## config.mk

```make
export PLATFORM = sky130hd
export DESIGN_NAME = id_stage
export DESIGN_NICKNAME = d
export VERILOG_FILES = /design/src/rtl/rv_pkg.sv /design/src/rtl/imm_gen.sv /design/src/rtl/id_stage.sv
export SDC_FILE = /design/constraint.sdc
export NUM_CORES = 1
export LEC_CHECK = 0
export BUFFER_PORTS_ARGS = -buffer_cell sky130_fd_sc_hd__clkbuf_2
export CORE_MARGIN = 2
export CORE_UTILIZATION = 24
export CTS_BUF_LIST = sky130_fd_sc_hd__clkbuf_4 sky130_fd_sc_hd__clkbuf_8
export DETAILED_ROUTE_END_ITERATION = 16
export HOLD_SLACK_MARGIN = 0.05
export PLACE_DENSITY = 0.56
export SLEW_MARGIN = 30
export SYNTH_ARGS = -nofsm -noshare
export SYNTH_HDL_FRONTEND = slang
export SYNTH_HIERARCHICAL = 1
export SYNTH_SLANG_ARGS = --single-unit
```

## constraint.sdc

```tcl
create_clock -name clock -period 1.53 [get_ports clock]
set_input_delay 0.0765 -clock clock [delete_from_list [all_inputs] [get_ports clock]]
set_output_delay 0.0765 -clock clock [all_outputs]
set_load 0.02 [all_outputs]
```

## src/rtl/rv_pkg.sv

```systemverilog
// rv_pkg -- shared decode constants for the instruction-decode slice.
//   * RISC-V major opcodes handled by id_stage (plus custom-0 for kNN)
//   * op_class_e : 3-bit instruction class driven on id_stage.op_class
//   * state_e    : decode-stage control FSM states
//   * imm_sel_e  : immediate format selector for imm_gen
//   * NOP_INSN   : value the IF/ID register takes on reset (addi x0,x0,0)
package rv_pkg;

  localparam logic [6:0] OPC_R      = 7'b0110011;
  localparam logic [6:0] OPC_I      = 7'b0010011;
  localparam logic [6:0] OPC_LOAD   = 7'b0000011;
  localparam logic [6:0] OPC_STORE  = 7'b0100011;
  localparam logic [6:0] OPC_BRANCH = 7'b1100011;
  localparam logic [6:0] OPC_KNN    = 7'b0001011;

  localparam logic [31:0] NOP_INSN = 32'h0000_0013;

  typedef enum logic [2:0] {
    OP_R       = 3'd0,
    OP_I       = 3'd1,
    OP_LOAD    = 3'd2,
    OP_STORE   = 3'd3,
    OP_BRANCH  = 3'd4,
    OP_KNN     = 3'd5,
    OP_ILLEGAL = 3'd7
  } op_class_e;

  typedef enum logic [1:0] {
    ST_RUN   = 2'd0,
    ST_FLUSH = 2'd1,
    ST_KNN   = 2'd2
  } state_e;

  typedef enum logic [1:0] {
    IMM_I = 2'd0,
    IMM_S = 2'd1,
    IMM_B = 2'd2
  } imm_sel_e;

  function automatic op_class_e decode_opcode(input logic [6:0] opc);
    op_class_e cls;
    case (opc)
      OPC_R:      cls = OP_R;
      OPC_I:      cls = OP_I;
      OPC_LOAD:   cls = OP_LOAD;
      OPC_STORE:  cls = OP_STORE;
      OPC_BRANCH: cls = OP_BRANCH;
      OPC_KNN:    cls = OP_KNN;
      default:    cls = OP_ILLEGAL;
    endcase
    return cls;
  endfunction

endpackage

```

## src/rtl/imm_gen.sv

```systemverilog
// imm_gen -- combinational immediate assembly for I, S and B formats.
// Ports:
//   sel     in   immediate format (IMM_I / IMM_S / IMM_B)
//   ir_hi   in   instruction bits [31:20]
//   ir_lo   in   instruction bits [11:7]
//   imm_out out  13-bit sign-extended immediate (B keeps its implicit bit 0)
// Only the instruction bits that carry immediate data are passed in, so
// every input bit is consumed by at least one format.
module imm_gen
  import rv_pkg::*;
(
  input  imm_sel_e    sel,
  input  logic [11:0] ir_hi,
  input  logic [4:0]  ir_lo,
  output logic [12:0] imm_out
);

  always_comb begin
    imm_out = '0;
    case (sel)
      IMM_I:   imm_out = {ir_hi[11], ir_hi};
      IMM_S:   imm_out = {ir_hi[11], ir_hi[11:5], ir_lo};
      // {ir[31], ir[7], ir[30:25], ir[11:8], 0}
      IMM_B:   imm_out = {ir_hi[11], ir_lo[0], ir_hi[10:5], ir_lo[4:1], 1'b0};
      default: imm_out = '0;
    endcase
  end

endmodule

```

## src/rtl/id_stage.sv

```systemverilog
// id_stage -- instruction decode stage with branch flush and kNN handshake.
// Ports:
//   clock            in   rising-edge clock
//   reset            in   synchronous active-low reset
//   Instruction_Code in   fetched word (registered into IF/ID)
//   is_greater_than  in   branch compare result from execute
//   knn_done         in   completion pulse from the kNN accelerator
//   pc_branch        out  branch request, one cycle per decoded branch
//   imm              out  backward branch distance, (-B_imm)[11:0]
//   id_valid         out  decoded bundle valid this cycle
//   rs1/rs2/rd       out  register fields (zero for ILLEGAL)
//   funct3/funct7    out  raw function fields
//   op_class         out  instruction class (rv_pkg::op_class_e encoding)
//   knn_start        out  one-cycle start pulse to the accelerator
//   stall            out  high from the kNN decode cycle until knn_done
module id_stage
  import rv_pkg::*;
#(
  parameter int unsigned FLUSH_CYC = 2
) (
  input  logic        clock,
  input  logic        reset,
  input  logic [31:0] Instruction_Code,
  input  logic        is_greater_than,
  input  logic        knn_done,
  output logic        pc_branch,
  output logic [11:0] imm,
  output logic        id_valid,
  output logic [4:0]  rs1,
  output logic [4:0]  rs2,
  output logic [4:0]  rd,
  output logic [2:0]  funct3,
  output logic [6:0]  funct7,
  output logic [2:0]  op_class,
  output logic        knn_start,
  output logic        stall
);

  localparam int CNT_W = (FLUSH_CYC > 0) ? $clog2(FLUSH_CYC + 1) : 1;

  state_e           state_q, state_d;
  logic [31:0]      ir_q, ir_d;
  logic [CNT_W-1:0] cnt_q, cnt_d;
  logic             valid_q, valid_d;

  op_class_e        cls;
  logic [12:0]      b_imm;
  logic             branch_dec;
  logic             knn_go;
  logic             fields_en;

  imm_gen u_imm_gen (
    .sel     (IMM_B),
    .ir_hi   (ir_q[31:20]),
    .ir_lo   (ir_q[11:7]),
    .imm_out (b_imm)
  );

  assign cls        = decode_opcode(ir_q[6:0]);
  assign fields_en  = (cls != OP_ILLEGAL);
  // valid_q is only ever set in RUN, so these fire solely on live words.
  assign branch_dec = valid_q && (cls == OP_BRANCH);
  assign knn_go     = valid_q && (cls == OP_KNN) && (state_q == ST_RUN);

  assign op_class  = cls;
  assign id_valid  = valid_q;
  assign rs1       = fields_en ? ir_q[19:15] : 5'd0;
  assign rs2       = fields_en ? ir_q[24:20] : 5'd0;
  assign rd        = fields_en ? ir_q[11:7]  : 5'd0;
  assign funct3    = ir_q[14:12];
  assign funct7    = ir_q[31:25];
  assign imm       = 12'(-b_imm);

  // Combinational controls are forced low while reset is held so a stale
  // state cannot leak a request during the reset cycle.
  assign pc_branch = reset && branch_dec;
  assign knn_start = reset && knn_go;
  // Stall rises in the decode cycle itself so fetch holds the next word.
  assign stall     = reset && (knn_go || (state_q == ST_KNN));

  always_comb begin
    state_d = state_q;
    ir_d    = ir_q;
    cnt_d   = cnt_q;
    valid_d = valid_q;
    case (state_q)
      ST_RUN: begin
        ir_d    = Instruction_Code;
        valid_d = 1'b1;
        // A branch and a kNN op cannot share a decode cycle; branch wins.
        if (branch_dec && is_greater_than && (FLUSH_CYC > 0)) begin
          state_d = ST_FLUSH;
          cnt_d   = CNT_W'(FLUSH_CYC);
          valid_d = 1'b0;
        end else if (knn_go) begin
          state_d = ST_KNN;
          ir_d    = ir_q;
          valid_d = 1'b0;
        end
      end
      ST_FLUSH: begin
        // Squashed words still flow through IF/ID but never become valid,
        // so branch/kNN opcodes inside them are inert.
        ir_d  = Instruction_Code;
        cnt_d = cnt_q - CNT_W'(1);
        if (cnt_q <= CNT_W'(1)) begin
          state_d = ST_RUN;
          cnt_d   = '0;
          valid_d = 1'b1;
        end else begin
          valid_d = 1'b0;
        end
      end
      ST_KNN: begin
        // IF/ID is held; leave on the done pulse and take the waiting word.
        if (knn_done) begin
          state_d = ST_RUN;
          ir_d    = Instruction_Code;
          valid_d = 1'b1;
        end
      end
      default: begin
        state_d = ST_RUN;
        valid_d = 1'b0;
      end
    endcase
  end

  always_ff @(posedge clock) begin
    if (!reset) begin
      state_q <= ST_RUN;
      ir_q    <= NOP_INSN;
      cnt_q   <= '0;
      valid_q <= 1'b0;
    end else begin
      state_q <= state_d;
      ir_q    <= ir_d;
      cnt_q   <= cnt_d;
      valid_q <= valid_d;
    end
  end

endmodule

```

==> flow_metrics.py, run 1 <==
metrics = {
    "status": {
        "outcome": "complete, but fails checks",
        "failing_checks": "setup timing",
    },
    "global_route": {
        "global_route.usage.total_pct": 15.6,
        "largest_net_degree_at_the_start_of_global_routing": 41,
        "number_of_antenna_violations_at_the_first_check_in_global_routing": 1,
        "grt_first_pass_wirelength_um": 16400,
        "grt_pass1_vias": 3149,
        "globalRoute.totalOverflow": 0,
    },
    "timing": {
        "max_freq_mhz": 525,
        "slew_headroom_pct": 55.3,
        "final_min_period_over_clock_period_pct": 124,
        "timing.final.ws_setup_ps": -374,
        "tightestPinTransition_ps": 667,
        "grt_setup_unrepaired": "yes",
        "report.final.slew_viol_count": 0,
        "fin_skew_ps": 5.32,
        "finalSetupViolations": 55,
        "finalHoldViolations": 0,
        "finalCriticalPeriod_ps": 1900,
    },
    "detailed_routing": {
        "vias_per_cell": 5.43,
        "antenna_violating_nets_post_route": 0,
        "remaining_drc_errors": 0,
        "detail_route.iter0.violations": 225,
        "finalWirelength_um": 11200,
        "wl_met1_um": 4740,
        "drt-wirelength-per-cell_um": 17.9,
        "vias": 3406,
        "routed-wl-met3_um": 853,
        "detailedRoute.firstPassIterationCount": 6,
        "topRoutingLayerUsed": "met5",
        "detailroute.wirelength.met2_um": 5460,
    },
    "cells_and_area": {
        "antennaDiodeCount": 0,
        "nFillCells": 1206,
        "final_net_count": 517,
        "syn2layout_area_growth_pct": 61.6,
        "share_of_final_layout_standard_cells_stronger_than_drive_strength_1_pct": 50.4,
        "final_cells": 627,
        "mostFrequentLayoutCells": "48 x sky130_fd_sc_hd__and3_1, 48 x sky130_fd_sc_hd__buf_4, 47 x sky130_fd_sc_hd__clkbuf_2, 30 x sky130_fd_sc_hd__nand3_1, 30 x sky130_fd_sc_hd__dfxtp_1",
        "cell_area_after_layout_mm2": 0.00467,
    },
    "critical_path": {
        "cp.required_ps": 1450,
        "critical-path-max-stage-delay_ps": 310,
        "worstPathCellList": "mux2i_1, o2bb2ai_2, nor4_4, nand2_2, buf_6, nor2_4, xnor2_2, buf_4",
        "reg2regPathDepth": 6,
        "critPathArrivalTime_ps": 1830,
        "worstSetupPathType": "reg2out",
        "crit_path_end_kind": "output port",
        "worstSetupStartpointType": "register",
        "critical_path.slowest_cell": "sky130_fd_sc_hd__dfxtp_1",
        "critPathMaxFanout": 2,
    },
    "hold_path": {
        "type_of_the_most_critical_hold_path": "in2reg",
        "hold_depth": 3,
    },
    "clocking": {
        "total_number_of_h_tree_levels": 2,
        "clk_pin_slew_worst_paths_ps": 70,
        "insertion_delay_ps": 290,
        "tritoncts": "yes",
        "cts_max_path_buffers": 2,
        "clock_buffer_count_from_cts": 5,
        "clk_root_buffer_cell": "sky130_fd_sc_hd__clkbuf_8",
        "clock_sinks": 37,
    },
    "power": {
        "p_leak_nw": 2.01,
        "ir_drop_mv": 0.307,
        "power.density_mw_per_mm2": 607,
    },
    "placement": {
        "dpl_cell_area_mm2": 0.00363,
        "globalplace.congestion": 0.782,
        "dpl.cell_count": 602,
        "numPortBuffers": 78,
        "dp_hpwl_um": 6930,
    },
    "yosys": {
        "synthCells": 381,
        "syn-cell-area_mm2": 0.00289,
        "synth_area_per_cell_um2": 7.59,
        "synth-warning-count": 6,
        "synthesis.nets": 418,
    },
    "die": {
        "core_area_mm2": 0.0119,
        "dieHeight_um": 114,
        "initial_core_util_pct": 24.4,
        "placement_rows": 40,
        "die_area_mm2": 0.0129,
        "die_x_um": 114,
        "boundaryPins": 80,
    },
    "flow_run": {
        "drv_cap": 0,
    },
}
## report_power, final
part	internal (mW)	switching [mW]	leakage, nW
combinational	0.491	0.546	1.65
clock	0.376	0.358	0.0477
sequential	1.01	0.0501	0.310
## sequential cells by signal, summed over array words and instances, names as in the netlist
| register | cells |
|---|---|
| id_valid | 1 |
| ir_q | 32 |
| state_q | 2 |
| cnt_q | 2 |
## per-layer routing
| metal | vias to the layer above | track usage [%] |
|---|---|---|
| met5 | - | 0 |
| met4 | 2 | 2.93 |
| met3 | 16 | 3.61 |
| met2 | 132 | 26.5 |
| met1 | 1642 | 20.4 |
| li1 | 1614 | - |
## layout make-up
cell class              instances  area [um^2]  share of cell area, %
multi-input cells             289         2340                   50.1
well taps                     147          184                   3.94
inverters                       8         30.0                  0.643
repair buffers                139         1270                   27.2
clock buffers                   7         90.1                   1.93
flip-flops and latches         37          754                   16.1
## worst paths after layout
check	start	slack, ps	to
min	Instruction_Code[20]	60	ir_q[20]
min reg2reg	ir_q[2]	500	ir_q[2]
max reg2reg	ir_q[5]	-120	ir_q[2]
max	ir_q[10]	-370	imm[10]
## what timing repair did
item,4_1_cts,5_1_grt
endpoints found under the setup margin,32,66
gates cloned,3,3
buffers inserted,8,4
endpoints found under the hold margin,3,0
pin swaps,29,44
gates resized for setup,112,89
hold buffers,3,0
## through the flow
stage | hold slack, ps | utilization [%] | setup WS, ps | setup TNS, ps | total power, mW
floorplan | 155 | - | -29.9 | -50.4 | 1.53
CTS | 64.3 | 36.3 | -398 | -4810 | 2.72
global placement | 313 | 30.6 | -149 | -608 | 1.82
finish | 58.0 | 39.4 | -374 | -5560 | 2.84
detailed placement | 308 | 30.6 | -197 | -897 | 1.83
global route | 63.2 | 39.4 | -496 | -9610 | 2.96
## critical path, delay by kind of cell, from the launching register on
kind	cells	cell delay, ps
and+or+nand+nor	3	490
DFF	1	310
buffers and inverters	2	290
muxes	1	200
AOI/OAI and AO/OA	1	120
xor gates and xnor gates	1	110
Note: power is estimated with default switching activity, not from simulation.
==> run 2, diff against run 1 <==
--- a/config.mk
+++ b/config.mk
@@ -11,7 +11,7 @@
 export CTS_BUF_LIST = sky130_fd_sc_hd__clkbuf_4 sky130_fd_sc_hd__clkbuf_8
 export DETAILED_ROUTE_END_ITERATION = 16
 export HOLD_SLACK_MARGIN = 0.05
-export PLACE_DENSITY = 0.56
+export PLACE_DENSITY = 0.51
 export SLEW_MARGIN = 30
 export SYNTH_ARGS = -nofsm -noshare
 export SYNTH_HDL_FRONTEND = slang
==> run 2 against run 1 <==
Against the previous run: the flow still finishes with violations (setup timing); final cell count up 2.7%; cell area up 5.0%; power grew 1.8%; global-route usage up 0.53 points; clock-buffer cell count did not move; clock skew is 0.91 ps lower; critical path type unchanged; sequential share of layout area is 0.77 points lower; largest cell class unchanged.
==> flow_metrics.py, run 2 (synthesized netlist as in run 1, its figures left out) <==
metrics = {
    "critical_path": {
        "worstSetupPathType": "reg2out",
        "cp.required_ps": 1450,
        "critPathMaxFanout": 2,
        "worstSetupStartpointType": "register",
        "crit_path_end_kind": "output port",
        "critical_path.slowest_cell": "sky130_fd_sc_hd__dfxtp_2",
        "reg2regPathDepth": 8,
        "critical-path-max-stage-delay_ps": 330,
        "worstPathCellList": "mux2i_2, o2bb2ai_2, nor4_4, nand2_1, buf_6, nor2_4, xnor2_1, clkbuf_4",
        "critPathArrivalTime_ps": 1810,
    },
    "cells_and_area": {
        "share_of_final_layout_standard_cells_stronger_than_drive_strength_1_pct": 52.6,
        "final_net_count": 533,
        "syn2layout_area_growth_pct": 69.7,
        "cell_area_after_layout_mm2": 0.00491,
        "largest_registers": "ir_q x32, cnt_q x2, state_q x2",
        "mostFrequentLayoutCell": "sky130_fd_sc_hd__and3_1",
        "regMostFlops": "ir_q",
        "largest_register_ffs": 32,
        "mostFrequentLayoutCells": "48 x sky130_fd_sc_hd__and3_1, 47 x sky130_fd_sc_hd__clkbuf_2, 46 x sky130_fd_sc_hd__buf_4, 32 x sky130_fd_sc_hd__nand3_2, 28 x sky130_fd_sc_hd__dfxtp_1",
    },
    "global_route": {
        "global_route.usage.total_pct": 16.1,
        "grt_first_pass_wirelength_um": 16800,
        "globalRoute.totalOverflow": 0,
        "largest_net_degree_at_the_start_of_global_routing": 43,
        "number_of_antenna_violations_at_the_first_check_in_global_routing": 2,
        "grt_pass1_vias": 3252,
    },
    "die": {
        "die_x_um": 114,
        "placement_rows": 40,
        "die_area_mm2": 0.0129,
        "boundaryPins": 80,
        "initial_core_util_pct": 24.4,
        "dieHeight_um": 114,
        "core_area_mm2": 0.0119,
    },
    "clocking": {
        "insertion_delay_ps": 290,
        "clk_root_buffer_cell": "sky130_fd_sc_hd__clkbuf_8",
        "clock_sinks": 37,
        "clock_buffer_count_from_cts": 5,
        "tritoncts": "yes",
        "total_number_of_h_tree_levels": 2,
        "cts_max_path_buffers": 2,
        "clk_pin_slew_worst_paths_ps": 80,
    },
    "timing": {
        "tightestPinTransition_ps": 684,
        "report.final.slew_viol_count": 0,
        "finalSetupViolations": 63,
        "slew_headroom_pct": 54.2,
        "finalCriticalPeriod_ps": 1890,
        "finalHoldViolations": 0,
        "grt_setup_unrepaired": "yes",
        "final_min_period_over_clock_period_pct": 124,
        "max_freq_mhz": 529,
        "hold_ws_ps": 45.8,
        "timing.final.ws_setup_ps": -360,
        "fin_skew_ps": 4.41,
    },
    "power": {
        "seqPwrFrac_pct": 36.9,
        "power.switching_mw": 0.973,
        "p_int_mw": 1.91,
        "power.clock.fraction_pct": 26.0,
        "p_leak_nw": 2.13,
        "comb_power_share_pct": 37.1,
        "netSwitchingFraction_pct": 33.7,
        "ir_drop_mv": 0.294,
        "power.density_mw_per_mm2": 589,
    },
    "hold_path": {
        "type_of_the_most_critical_hold_path": "in2reg",
        "hold_depth": 3,
    },
    "status": {
        "outcome": "complete, but fails checks",
        "failing_checks": "setup timing",
    },
    "detailed_routing": {
        "vias": 3425,
        "detail_route.iter0.violations": 226,
        "finalWirelength_um": 11400,
        "detailedRoute.firstPassIterationCount": 5,
        "drt-wirelength-per-cell_um": 17.7,
        "antenna_violating_nets_post_route": 0,
        "vias_per_cell": 5.32,
        "remaining_drc_errors": 0,
    },
    "placement": {
        "globalplace.congestion": 0.779,
        "numPortBuffers": 78,
        "dp_hpwl_um": 7160,
        "dpl_cell_area_mm2": 0.00371,
    },
    "flow_run": {
        "drv_cap": 0,
    },
}
run 2: worst paths after layout:
path	end	start	slack, ps
worst max register to register	ir_q[16]	ir_q[5]	-230
worst min register to register	ir_q[2]	ir_q[2]	490
worst min-delay path	ir_q[1]	Instruction_Code[1]	50
worst max-delay path	imm[10]	ir_q[11]	-360
run 2: stage by stage:
stage | setup TNS (ps) | utilization [%] | instances | power [mW] | setup WS [ps]
after floorplan | -50.4 | - | 381 | 1.53 | -29.9
after global placement | -632 | 31.3 | 609 | 1.84 | -151
after global routing | -15420 | 41.3 | 643 | 3.01 | -487
after detailed placement | -1010 | 31.3 | 609 | 1.85 | -211
final | -11500 | 41.4 | 644 | 2.89 | -360
after CTS | -7460 | 37.8 | 635 | 2.80 | -410
run 2: power by group through the flow:
stage | registers (mW) | clock network (mW) | logic (mW)
after global routing | 1.07 | 0.798 | 1.14
after floorplan | 1.07 | 0 | 0.456
after detailed placement | 1.08 | 0 | 0.772
final | 1.07 | 0.751 | 1.07
after global placement | 1.08 | 0 | 0.761
after CTS | 1.06 | 0.765 | 0.975
run 2: area by class of cell:
| class | count | area (um^2) |
|---|---|---|
| Fill cell | 1173 | 6960 |
| Multi-Input combinational cell | 289 | 2350 |
| Timing Repair Buffer | 155 | 1490 |
| Sequential cell | 37 | 754 |
| Tap cell | 147 | 184 |
| Clock buffer | 7 | 90.1 |
| Inverter | 8 | 30.0 |
| Antenna cell | 1 | 2.50 |
run 2: layer usage:
layer	part of all wire [%]	vias up	GRT usage [%]
li1	-	1645	-
met1	42	1658	20.6
met2	50	109	27.7
met3	7.7	11	3.77
met4	0.81	2	3.66
met5	0.097	-	0
run 2: worst max-delay path: cells and delay by family, from the launching register on:
kind | cells | cell delay, ps
AND/OR/NAND/NOR | 3 | 500
XOR/XNOR | 1 | 120
multiplexers | 1 | 150
AO/OA/AOI/OAI | 1 | 100
buffers and inverters | 2 | 330
flip-flops | 1 | 330
run 2: repair_timing:
item | in CTS | in global routing
hold endpoints to repair | 3 | 1
hold buffers | 3 | 1
gates resized for setup | 120 | 93
endpoints found under the setup margin | 35 | 66
pin swaps | 34 | 47
gates cloned | 3 | 3
buffers inserted | 14 | 8
==> run 3, diff against run 2 <==
--- a/config.mk
+++ b/config.mk
@@ -7,13 +7,12 @@
 export LEC_CHECK = 0
 export BUFFER_PORTS_ARGS = -buffer_cell sky130_fd_sc_hd__clkbuf_2
 export CORE_MARGIN = 2
-export CORE_UTILIZATION = 24
+export CORE_UTILIZATION = 45
 export CTS_BUF_LIST = sky130_fd_sc_hd__clkbuf_4 sky130_fd_sc_hd__clkbuf_8
 export DETAILED_ROUTE_END_ITERATION = 16
 export HOLD_SLACK_MARGIN = 0.05
-export PLACE_DENSITY = 0.51
+export PLACE_DENSITY = 0.81
 export SLEW_MARGIN = 30
 export SYNTH_ARGS = -nofsm -noshare
 export SYNTH_HDL_FRONTEND = slang
-export SYNTH_HIERARCHICAL = 1
 export SYNTH_SLANG_ARGS = --single-unit
==> constraint.sdc (replaced) <==
create_clock -name clock -period 2.16 [get_ports clock]
set_input_delay 0.108 -clock clock [delete_from_list [all_inputs] [get_ports clock]]
set_output_delay 0.108 -clock clock [all_outputs]
set_load 0.02 [all_outputs]
==> run 3 against run 2 <==
Against the previous run: the flow now finishes without violations; via count down 34%; clock power down 13%; clock-buffer cell count down 1; largest cell class unchanged; sequential share of layout area up 11 points; die area down 58%; non-clock buffer count down 56; critical path depth down 3; final cell count down 38%; largest power group unchanged; register-to-register slack better by 540 ps; clock skew up 4.7 ps; hold slack better by 0.89 ps; wire length down 47%; highest routed layer is now met4.
==> flow_metrics.py, run 3 <==
metrics = {
    "detailed_routing": {
        "remaining_drc_errors": 0,
        "detailedRoute.firstPassIterationCount": 4,
        "vias_per_cell": 5.60,
        "vias": 2245,
        "detail_route.iter0.violations": 181,
        "drt-wirelength-per-cell_um": 15.0,
        "antenna_violating_nets_post_route": 0,
        "finalWirelength_um": 6020,
    },
    "global_route": {
        "globalRoute.totalOverflow": 0,
        "largest_net_degree_at_the_start_of_global_routing": 25,
        "grt_pass1_vias": 1941,
        "grt_first_pass_wirelength_um": 9200,
        "number_of_antenna_violations_at_the_first_check_in_global_routing": 0,
        "global_route.usage.total_pct": 21.9,
    },
    "die": {
        "die_area_mm2": 0.00546,
        "placement_rows": 25,
        "die_x_um": 73.9,
        "core_area_mm2": 0.00472,
        "initial_core_util_pct": 46.5,
        "dieHeight_um": 73.9,
        "boundaryPins": 80,
    },
    "placement": {
        "globalplace.congestion": 0.916,
        "numPortBuffers": 78,
        "dp_hpwl_um": 4070,
    },
    "timing": {
        "finalCriticalPeriod_ps": 2020,
        "hold_ws_ps": 46.7,
        "grt_setup_unrepaired": "no",
        "setup_tns_ps": 0,
        "max_freq_mhz": 494,
        "slew_headroom_pct": 56.7,
        "tightestPinTransition_ps": 650,
        "finalHoldViolations": 0,
        "finalSetupViolations": 0,
        "fin_skew_ps": 9.16,
        "report.final.slew_viol_count": 0,
        "final_min_period_over_clock_period_pct": 93.6,
    },
    "critical_path": {
        "critical_path.slowest_cell": "sky130_fd_sc_hd__dfxtp_1",
        "crit_path_end_kind": "output port",
        "worstSetupStartpointType": "register",
        "worstSetupPathType": "reg2out",
        "timing.critical_path.to": "pc_branch",
        "critPathArrivalTime_ps": 1910,
        "buf_inv_stages_crit_path": 2,
        "critPathMaxFanout": 7,
        "timing.reg2reg.setup_slack_ps": 310,
        "path_depth": 5,
        "crit_path_start": "ir_q[5]",
        "reg2regPathDepth": 4,
        "worstPathCellList": "and3b_1, o2111ai_2, buf_4, nor3_1, clkbuf_2",
        "capturing_point_of_the_worst_reg2reg_path": "ir_q[23]",
        "cp_top_delay_family": "flip-flops",
        "critical_path.reg2reg.startpoint": "state_q[0]",
        "cp.required_ps": 2050,
        "critical-path-max-stage-delay_ps": 480,
    },
    "yosys": {
        "synthCells": 253,
        "top_count_cell_post_synth": "sky130_fd_sc_hd__and2_1",
        "yosys.area.top_type": "sky130_fd_sc_hd__dfxtp_1",
        "synthesis.nets": 290,
        "synth_area_per_cell_um2": 8.68,
        "async_reset_ff_share_pct": 0,
        "synth_area_leaders": "sky130_fd_sc_hd__dfxtp_1 34%, sky130_fd_sc_hd__and2_1 11%, sky130_fd_sc_hd__a221o_1 11%",
        "synth_top_cells_by_count": "40 x sky130_fd_sc_hd__and2_1, 37 x sky130_fd_sc_hd__dfxtp_1, 24 x sky130_fd_sc_hd__a221o_1",
        "synth.yosys.seq_area_share_pct": 33.7,
        "synth_top_flop_cell": "sky130_fd_sc_hd__dfxtp_1",
        "syn-cell-area_mm2": 0.00220,
        "synth.lib_cells_used.distinct": 51,
        "netlist.area_leader.share_pct": 33.7,
        "synth-edff-count": 0,
        "ys_ff_latch": 37,
        "synth-warning-count": 0,
    },
    "power": {
        "power.switching_mw": 0.526,
        "power.clock.fraction_pct": 36.6,
        "total_power_mw": 1.78,
        "p_int_mw": 1.25,
        "netSwitchingFraction_pct": 29.6,
        "comb_power_share_pct": 20.9,
        "seqPwrFrac_pct": 42.5,
        "power.density_mw_per_mm2": 623,
        "p_leak_nw": 1.32,
        "ir_drop_mv": 0.324,
    },
    "clocking": {
        "clock_sinks": 37,
        "clock_buffer_count_from_cts": 5,
        "tritoncts": "yes",
        "clk_root_buffer_cell": "sky130_fd_sc_hd__clkbuf_8",
        "clk_pin_slew_worst_paths_ps": 80,
        "cts_max_path_buffers": 2,
        "total_number_of_h_tree_levels": 2,
        "insertion_delay_ps": 300,
    },
    "cells_and_area": {
        "mostFrequentLayoutCells": "78 x sky130_fd_sc_hd__clkbuf_2, 40 x sky130_fd_sc_hd__and2_1, 37 x sky130_fd_sc_hd__dfxtp_1, 24 x sky130_fd_sc_hd__a221o_1, 19 x sky130_fd_sc_hd__nand2_1",
        "antennaDiodeCount": 0,
        "syn2layout_area_growth_pct": 29.7,
        "regMostFlops": "ir_q",
        "largest_registers": "ir_q x32, cnt_q x2, state_q x2",
        "final_net_count": 370,
        "share_of_final_layout_standard_cells_stronger_than_drive_strength_1_pct": 30.8,
        "nFillCells": 410,
        "mostFrequentLayoutCell": "sky130_fd_sc_hd__clkbuf_2",
        "largest_register_ffs": 32,
    },
    "status": {
        "outcome": "finished, final reports clean",
    },
    "flow_run": {
        "drv_cap": 0,
    },
    "hold_path": {
        "type_of_the_most_critical_hold_path": "in2reg",
    },
}
==> run 3: worst min-delay path by stage <==
stage,startpoint,to,cells after the start
after global routing,Instruction_Code[21],ir_q[21],2
after CTS,Instruction_Code[21],ir_q[21],2
after floorplan,Instruction_Code[3],ir_q[3],1
final,Instruction_Code[16],ir_q[16],2
after detailed placement,Instruction_Code[2],ir_q[2],3
after global placement,Instruction_Code[2],ir_q[2],3
==> run 3: logic make-up (layout without fill, tap and decap cells) <==
kind of cell | after synthesis | in the layout | synth area share, %
and+or+nand+nor | 100 | 100 | 25.4
AOI/OAI and AO/OA | 66 | 67 | 25.9
DFF | 37 | 37 | 33.7
buffers and inverters | 36 | 116 | 9.28
xor gates and xnor gates | 10 | 10 | 3.99
muxes | 2 | 2 | 0.968
adders and majority gates | 1 | 1 | 0.569
other | 1 | 1 | 0.171
==> run 3: power by group through the flow <==
stage                     clock network [mW]  logic, mW  registers, mW
final                                  0.650      0.371          0.755
after floorplan                            0      0.237          0.758
after global routing                   0.677      0.400          0.761
after CTS                              0.648      0.362          0.752
after global placement                     0      0.333          0.767
after detailed placement                   0      0.340          0.768
==> run 3: layout make-up <==
cell class / instances / area [um^2] / share of cell area, %
clock buffers: 6 / 82.6 / 2.90
clock inverters: 2 / 37.5 / 1.32
inverters: 9 / 33.8 / 1.19
multi-input cells: 181 / 1290 / 45.2
flip-flops and latches: 37 / 741 / 26.0
well taps: 67 / 83.8 / 2.94
repair buffers: 99 / 583 / 20.5
==> run 3: through the flow <==
step / std cells / instance area, um^2 / setup slack [ps] / utilization [%]
floorplan: 253 / 2200 / 516 / -
global placement: 378 / 2550 / 158 / 54.1
detailed placement: 378 / 2550 / 49.0 / 54.1
CTS: 400 / 2810 / 41.4 / 59.6
global route: 401 / 2850 / 6.52 / 60.3
finish: 401 / 2850 / 137 / 60.3
==> run 3: timing repair <==
item	4_1_cts	5_1_grt
gates resized for setup	0	2
endpoints found under the hold margin	14	0
buffers inserted	0	0
endpoints found under the setup margin	0	26
hold buffers	14	0
==> run 3: per-layer routing <==
| layer | global-route usage [%] | vias up | share of wire [%] |
|---|---|---|---|
| met5 | 0 | - | 0 |
| met4 | 8.08 | 0 | 2.1 |
| met3 | 4.25 | 9 | 6.9 |
| met2 | 35.7 | 112 | 48 |
| met1 | 28.5 | 1058 | 42 |
| li1 | - | 1066 | - |
